`config.mk`:
```
export PLATFORM = sky130hd
export DESIGN_NAME = swap_endian_stream
export DESIGN_NICKNAME = d
export VERILOG_FILES = /design/src/rtl/xversat_swap_pkg.sv /design/src/rtl/swap_lanes.sv /design/src/rtl/swap_endian_stream.sv
export SDC_FILE = /design/constraint.sdc
export NUM_CORES = 1
export LEC_CHECK = 0
export BUFFER_PORTS_ARGS = -buffer_cell sky130_fd_sc_hd__buf_2
export CAP_MARGIN = 20
export CORE_MARGIN = 3
export CORE_UTILIZATION = 54
export DETAILED_ROUTE_END_ITERATION = 10
export GPL_TIMING_DRIVEN = 0
export PLACE_DENSITY_LB_ADDON = 0.25
export RECOVER_POWER = 25
export SYNTH_ARGS = -nofsm -noshare
export SYNTH_HDL_FRONTEND = slang
export SYNTH_SLANG_ARGS = --single-unit
```
`constraint.sdc`:
```
create_clock -name clk -period 4.26 [get_ports clk]
set_input_delay 0.213 -clock clk [delete_from_list [all_inputs] [get_ports clk]]
set_output_delay 0.213 -clock clk [all_outputs]
set_load 0.01 [all_outputs]
```
`src/rtl/xversat_swap_pkg.sv`:
```
// rtl/xversat_swap_pkg.sv - shared modes, lane widths, FSM states and lane-reverse helper
package xversat_swap_pkg;

  localparam logic [1:0] MODE_PASS = 2'd0;
  localparam logic [1:0] MODE_BYTE = 2'd1;
  localparam logic [1:0] MODE_HALF = 2'd2;
  localparam logic [1:0] MODE_PAIR = 2'd3;

  localparam int LANE_BYTE = 8;
  localparam int LANE_HALF = 16;

  typedef enum logic [1:0] {
    ST_IDLE  = 2'd0,
    ST_RUN   = 2'd1,
    ST_FLUSH = 2'd2
  } state_t;

  // Source bit index for output bit bit_idx when lanes of lane_w bits are reversed
  function automatic int lane_rev_index(input int bit_idx, input int data_w, input int lane_w);
    int lanes;
    int lane;
    int offs;
    lanes = data_w / lane_w;
    lane  = bit_idx / lane_w;
    offs  = bit_idx % lane_w;
    return (lanes - 1 - lane) * lane_w + offs;
  endfunction

endpackage

```
`src/rtl/swap_lanes.sv`:
```
// rtl/swap_lanes.sv - combinational reversal of LANE_W-bit lanes within a DATA_W word
module swap_lanes
  import xversat_swap_pkg::*;
#(
  parameter int DATA_W = 32,
  parameter int LANE_W = 8
) (
  input  logic [DATA_W-1:0] i_data,
  output logic [DATA_W-1:0] o_data
);

  // Pure wiring: each output bit picks its mirrored-lane source bit
  for (genvar g = 0; g < DATA_W; g++) begin : g_bit
    localparam int SRC = lane_rev_index(g, DATA_W, LANE_W);
    assign o_data[g] = i_data[SRC];
  end

endmodule

```
`src/rtl/swap_endian_stream.sv`:
```
// rtl/swap_endian_stream.sv - framed, registered lane-swap stream unit with pair swap
module swap_endian_stream
  import xversat_swap_pkg::*;
#(
  parameter int DATA_W = 32,
  parameter int LEN_W  = 16
) (
  input  logic              clk,
  input  logic              rst,
  input  logic              run,
  output logic              running,
  output logic              done,
  input  logic              enabled,
  input  logic [1:0]        mode,
  input  logic [LEN_W-1:0]  length,
  input  logic [DATA_W-1:0] in0,
  input  logic              in0_valid,
  output logic [DATA_W-1:0] out0,
  output logic              out0_valid
);

  state_t              r_state;
  state_t              w_state_next;
  logic [1:0]          r_mode;
  logic [LEN_W-1:0]    r_len;
  logic [LEN_W-1:0]    r_in_cnt;
  logic [LEN_W-1:0]    r_out_cnt;
  logic [DATA_W-1:0]   r_hold;
  logic [DATA_W-1:0]   r_pend;
  logic                r_pend_valid;
  logic [DATA_W-1:0]   r_out;
  logic                r_out_valid;
  logic                r_done;

  logic [DATA_W-1:0]   w_bswap_in;
  logic [DATA_W-1:0]   w_hswap_in;
  logic                w_accept;
  logic                w_last_in;
  logic                w_even;
  logic                w_emit;
  logic                w_emit_last;
  logic [DATA_W-1:0]   w_emit_data;
  logic                w_pend_load;
  logic [DATA_W-1:0]   w_pend_data;
  logic                w_hold_load;

  swap_lanes #(.DATA_W(DATA_W), .LANE_W(LANE_BYTE)) u_bswap (
    .i_data (in0),
    .o_data (w_bswap_in)
  );

  swap_lanes #(.DATA_W(DATA_W), .LANE_W(LANE_HALF)) u_hswap (
    .i_data (in0),
    .o_data (w_hswap_in)
  );

  assign w_accept    = (r_state == ST_RUN) && in0_valid && (r_in_cnt != r_len);
  assign w_last_in   = ((r_in_cnt + LEN_W'(1)) == r_len);
  assign w_even      = ~r_in_cnt[0];
  assign w_emit_last = w_emit && ((r_out_cnt + LEN_W'(1)) == r_len);

  // Output slot arbitration: a pending low word always wins; a trailing odd
  // word that collides with it is parked in the pending register instead.
  // Hold keeps word A already byte-swapped so only two swap units are needed.
  always_comb begin
    w_emit      = 1'b0;
    w_emit_data = '0;
    w_pend_load = 1'b0;
    w_pend_data = '0;
    w_hold_load = 1'b0;
    if (r_pend_valid) begin
      w_emit      = 1'b1;
      w_emit_data = r_pend;
    end
    if (w_accept) begin
      if (r_mode != MODE_PAIR) begin
        w_emit = 1'b1;
        case (r_mode)
          MODE_BYTE: w_emit_data = w_bswap_in;
          MODE_HALF: w_emit_data = w_hswap_in;
          default:   w_emit_data = in0;
        endcase
      end else if (!w_even) begin
        w_emit      = 1'b1;
        w_emit_data = w_bswap_in;
        w_pend_load = 1'b1;
        w_pend_data = r_hold;
      end else if (w_last_in) begin
        if (r_pend_valid) begin
          w_pend_load = 1'b1;
          w_pend_data = w_bswap_in;
        end else begin
          w_emit      = 1'b1;
          w_emit_data = w_bswap_in;
        end
      end else begin
        w_hold_load = 1'b1;
      end
    end
  end

  // Control FSM next state: run always restarts, inputs exhausted -> flush, done -> idle
  always_comb begin
    w_state_next = r_state;
    if (run) begin
      w_state_next = (length == '0) ? ST_IDLE : ST_RUN;
    end else begin
      case (r_state)
        ST_RUN:   if (w_accept && w_last_in) w_state_next = ST_FLUSH;
        ST_FLUSH: if (r_done) w_state_next = ST_IDLE;
        default:  w_state_next = r_state;
      endcase
    end
  end

  // Control FSM state register
  always_ff @(posedge clk or posedge rst) begin
    if (rst) begin
      r_state <= ST_IDLE;
    end else begin
      r_state <= w_state_next;
    end
  end

  // Datapath: config latch, counters, hold/pending buffers and registered output
  always_ff @(posedge clk or posedge rst) begin
    if (rst) begin
      r_mode       <= MODE_PASS;
      r_len        <= '0;
      r_in_cnt     <= '0;
      r_out_cnt    <= '0;
      r_hold       <= '0;
      r_pend       <= '0;
      r_pend_valid <= 1'b0;
      r_out        <= '0;
      r_out_valid  <= 1'b0;
      r_done       <= 1'b0;
    end else if (run) begin
      r_mode       <= enabled ? mode : MODE_PASS;
      r_len        <= length;
      r_in_cnt     <= '0;
      r_out_cnt    <= '0;
      r_hold       <= '0;
      r_pend       <= '0;
      r_pend_valid <= 1'b0;
      r_out_valid  <= 1'b0;
      r_done       <= (length == '0);
    end else begin
      if (w_accept) r_in_cnt <= r_in_cnt + LEN_W'(1);
      if (w_emit) begin
        r_out     <= w_emit_data;
        r_out_cnt <= r_out_cnt + LEN_W'(1);
      end
      if (w_hold_load) r_hold <= w_bswap_in;
      if (w_pend_load) r_pend <= w_pend_data;
      r_pend_valid <= w_pend_load;
      r_out_valid  <= w_emit;
      r_done       <= w_emit_last;
    end
  end

  assign running    = (r_state != ST_IDLE);
  assign done       = r_done;
  assign out0       = r_out;
  assign out0_valid = r_out_valid;

endmodule

```
### Word level (Yosys, flattened, before mapping)

Cells that the tools add are included.

* register bits after elaboration: 151
* bits in latches: 0
* bits in writable memories: 0
* bits in read-only memories: 0
* input port bits: 55
* output and inout bits: 35
* word-level logic and storage cells: 80
* memories: 0

* add/sub/neg operators: 2
* multipliers: 0
* divide/modulo/power cells: 0
* order comparisons: 0
* equal/unequal tests: 10
* shift-type cells: 0
* muxes and demuxes: 43
* bitwise logic cells: 1
* reductions and logical operators: 13

Operators with widths (count)
* 32-bit two-way mux: 15
* 16-bit two-way mux: 4
* 32-bit one-hot mux with 2 select lines: 1
* 16-bit by 1-bit adder with 16-bit output (second input constant): 2
* 16-bit == test: 2
* 1-bit two-way mux: 18
* 16-bit zero test: 1
* 16-bit != test: 1
* 2-bit nonzero test: 5
* 2-bit two-way mux: 4
* 2-bit by 1-bit == test with 1-bit output (second input constant): 2
* 2-bit == test (second input constant): 2
* 1-bit logical AND: 4
* 2-bit one-hot mux with 2 select lines: 1
* 3-bit by 2-bit != test with 1-bit output (second input constant): 1
* 3-bit != test (second input constant): 1
* 3-bit AND reduction: 1
* 3-bit nonzero test: 1
* 2-bit != test (second input constant): 1
* 2-bit AND reduction: 1
* 1-bit inverter: 1

### Longest topological paths before layout

* depth after elaboration: 8
* gate-level depth with buffers: 11
* mapped depth without buffers: 9

### By module

A second synthesis with hierarchy kept.

* cell total of the unflattened synthesis: 1022
* area total of the unflattened synthesis: 8901.0 um2

Modules (own cells, without submodules)
* swap_endian_stream: instances 1, cells an instance 958, area each 8420.6 um2, sequential area each 3778.6 um2
* swap_lanes: instances 2, cells an instance 32, area each 240.2 um2, sequential area each 0.0 um2

### Worst setup path after synthesis

Ideal clock, no wire load.

* kind: reg-to-reg
* start point: reg r_in_cnt[7]
* end point: reg r_out[10], in the netlist out0[10]
* setup time: 0.127 ns
* arrival time: 2.834 ns
* required time: 4.133 ns
* setup slack: 1.298 ns
* cell stages (with the launch flop): 11
* buffers on the path: 2
* clock period less this slack: 2.962 ns
* path through: dfrtp_1 buf_2 nand3_2 or3_1 a2111o_1 a2111oi_4 nand4_2 a21o_1 inv_2 buf_6 mux2_1

* longest elaborated chain between the ends: 7
* elaborated cells on any way between the ends: 13
* those cells by class: add/sub (1); eq/ne (2); mux (8); reduce/logical (2)

RTL lines
* start: declaration: RTL line swap_endian_stream.sv:26 `logic [LEN_W-1:0] r_in_cnt;`
* start signal: assignment: RTL line swap_endian_stream.sv:149 `if (w_accept) r_in_cnt <= r_in_cnt + LEN_W'(1);`
* 16-bit by 1-bit adder with 16-bit output: RTL line swap_endian_stream.sv:58 `assign w_last_in = ((r_in_cnt + LEN_W'(1)) == r_len);`
* 16-bit == test: RTL line swap_endian_stream.sv:58
* 1-bit two-way mux: RTL line swap_endian_stream.sv:88 `end else if (w_last_in) begin`
* 1-bit two-way mux: RTL line swap_endian_stream.sv:83 `end else if (!w_even) begin`
* 1-bit two-way mux: RTL line swap_endian_stream.sv:76 `if (r_mode != MODE_PAIR) begin`
* 1-bit two-way mux: RTL line swap_endian_stream.sv:75 `if (w_accept) begin`
* 2-bit AND reduction (no source line)
* end signal: assignment: RTL line swap_endian_stream.sv:151 `r_out <= w_emit_data;`
* end: declaration: RTL line swap_endian_stream.sv:31 `logic [DATA_W-1:0] r_out;`

Parallel ways exist; a longest one is shown, timed or not.
A chain may end at the register's enable or synchronous reset.

### Worst setup path in the final report

* start point: reg r_in_cnt[0]
* end point: reg r_out[15], in the netlist out0[15]

Same word-level chain as after synthesis.

==> run summary <==
Inserted Clock Buffers -> 17
Maxcap violations -> 2
Area of the multi-input gates -> 4600 sq um
Vias -> 8,008
Final wirelength -> 25,600 um
Worst setup path end -> out0[15]
Compound-Gate Fraction of Synth Area -> 25.4%
Area Growth Syn to Fin -> 15.3%
Syn. warnings -> 0
Critical Path, Cell by Cell -> ha_1 > and3_1 > nand3_1 > or3_1 > a2111oi_0 > nand4_1 > clkbuf_1 > o221ai_1 > mux2_1
Gr ovfl total -> 0
Fin. Hold Viols -> 0
Synthesized cell area -> 8870 sq um
Worst vdd ir -> 0.000279 V
Synth Area in Adders -> 0.705%
Top Ports -> 90
Largest net degree at the start of global routing -> 43
Port Buffers -> 89
Commonest non-fill, non-tap cell in the layout -> dfrtp_1
Post-synthesis async set-or-reset flop share -> 100%
Rel. slew slack -> -35.6%
Synth Area in XOR/XNOR -> 6.08%
Clk buf depth -> 2
Violated checks -> max-capacitance violations, max-slew violations
Startpoint types -> register
Post-synthesis register bit count -> 151
Worst-Skew Late Latency -> 0.43 ns
Syn Area/Cell -> 10.2 sq um
RSZ-0062 raised after global routing -> no
Setup WS post-layout -> 0.429 ns
Flop-to-flop setup slack -> 0.43 ns
Post-place setup slack -> 0.512 ns
Filler instances -> 1,385
Crit-path max cell delay -> 0.62 ns
Drt via density -> 6.61
Hold path cells -> 3
Core area -> 16,000 sq um
HP Class -> in2reg
First-pass GRT wire length -> 41,300 um
Max Clock Skew -> 0.00941 ns
Root Driver -> clkbuf_16
Avg WL per Cell -> 21.1 um
P per Cell Area -> 374 nW/um^2
Fraction of the mapped netlist area in simple logic gates -> 11.9%
N_diodes -> 0
Die footprint -> 18,000 sq um
Largest family of logic cells by synthesized area -> compound AO/OA/AOI/OAI gates
DPL Wire Length -> 18,400 um
Register area -> 3780 sq um
P_leak -> 4.35 nW
Critical path data arrival time -> 4.20 ns
Beginning of the critical path -> r_in_cnt[0]
Critical Path Sink Type -> register
Reg2Reg Depth -> 9
Post-synth EDFFs -> 0
DRT Pass-1 Iters -> 6
Fmax -> 0.261 GHz
Fin crit period -> 3.83 ns
H-Tree Depth -> 4
Most used DFF post-synth -> dfrtp_1
ANT nets after route -> 0
Worst Path Required -> 4.63 ns
Netlist cell types -> 64
Setup tns final -> 0 ns
Final Cycle Share -> 89.9%
Initial antenna violation count -> 0
CP Class -> reg2reg
Total power -> 3.83 mW
Post-CTS Resized -> 0
Critical R2R Launch -> r_in_cnt[0]
Gpl congestion -> 1.00
Status -> finished with violations
Die X -> 134 um
Post-synthesis mux area share -> 7.74%
Slowest cell on crit path -> a2111oi_0
Largest cells by area after synthesis -> dfrtp_1 43%, a22oi_1 5.5%, xnor2_1 4.5%
# hold bufs at CTS -> 1
Initial DRC count -> 1,308
Rows -> 46
Final core occ -> 63.9%
# nets final -> 1,043
Initial core utilization -> 55.4%
Number of remaining DRC errors -> 0
CTS tree -> yes
Share of the synthesized area in the top cell type -> 42.6%
RR Endpoint -> out0[15]
Clock sinks -> 151
Setup Viol. Count Final -> 0
Mapped Cells -> 870
Die Y -> 134 um
Share of cells above drive strength 1 -> 15.6%
Post-CTS setup buffers -> 0
Crit-path max FO -> 10
Final Max Slew Viols -> 73
Worst-path clk slew -> 0.06 ns
Via count of the first global-routing pass -> 7,658
Cell taking the most area after synthesis -> dfrtp_1
Worst slew pin tran -> 2.03 ns
Register area share after synthesis -> 42.6%
Most frequent cells in the layout -> 151 x dfrtp_1, 88 x clkbuf_1, 65 x buf_2, 65 x a22oi_1, 47 x a21oi_1
GRT Util Overall -> 28.8%
Syn Nets -> 930
==> metrics by stage <==
step / std cells / cell area [sq um] / hold slack [ns]
2_1_floorplan: 870 / 8870 / 0.334
3_3_place_gp: 1175 / 9590 / 0.458
3_5_place_dp: 1178 / 9650 / 0.394
4_1_cts: 1211 / 10300 / 0.0180
5_1_grt: 1212 / 10200 / 0.0201
6_report: 1212 / 10200 / 0.0223
==> critical path: cells and delay by family, from the launching register on <==
family          cells  cell delay [ns]
mux                 1             0.19
compound gates      2             1.02
flops               1             0.50
fa+ha+maj           1             0.31
simple gates        4             1.36
buf+inv             1             0.38
==> registers in the layout (all words and copies together), names as in the netlist <==
register and cells:
done 1, r_out_cnt 16, r_state 2, r_hold 32
r_pend_valid 1, out0_valid 1, r_len 16, r_mode 2
r_pend 32, out0 32, r_in_cnt 16
==> report_power, final <==
group | leakage, nW | switching [mW] | internal (mW)
combinational | 2.02 | 0.395 | 0.246
clock | 0.299 | 0.616 | 0.988
sequential | 2.03 | 0.0659 | 1.52
total | 4.35 | 1.08 | 2.75
==> kinds of logic after synthesis <==
kind of cell    Yosys count
compound gates          285
xor+xnor                 60
fa+ha+maj                 5
simple gates            193
flops                   151
buf+inv                 115
mux                      61
==> cell type report <==
cell class / instances / share of cell area (%)
Clock buffer: 19 / 4.23
Timing Repair Buffer: 94 / 4.51
Tap cell: 216 / 2.64
Inverter: 44 / 1.63
Clock inverter: 13 / 1.88
Sequential cell: 151 / 36.9
Multi-Input combinational cell: 604 / 45.0
Buffer: 71 / 3.20
==> worst min-delay path by stage <==
stage                from          end  slack (ns)
3_3_place_gp   length[13]    r_len[13]        0.46
6_report       length[13]    r_len[13]        0.02
2_1_floorplan  length[13]    r_len[13]        0.33
4_1_cts        length[13]    r_len[13]        0.02
3_5_place_dp          rst  r_in_cnt[6]        0.39
5_1_grt         length[9]     r_len[9]        0.02
==> cell usage after synthesis, drive strengths merged (7+ instances only) <==
cell type and n:
nor4 10, and2 33, a221o 32, buf 20
nor3 13, nor2b 13, o221ai 32, dfrtp 151
nor2 42, nand4 13, a21oi 48, xnor2 46
nand2 23, a22o 32, clkbuf 51, a22oi 65
inv 43, nand3 18, and3 7, xor2 13
mux2 61, a221oi 34, o21ai 10
==> routing by layer <==
metal / share of wire [%] / up-vias / wire length, um / track usage (%)
met3: 11 / 71 / 2700 / 7.05
met1: 44 / 3901 / 11200 / 42.8
met5: 0 / - / 0 / 0
met4: 2.4 / 0 / 608 / 9.39
met2: 43 / 489 / 11100 / 41.4
li1: - / 3547 / - / -
(Power assumes the default switching activity.)
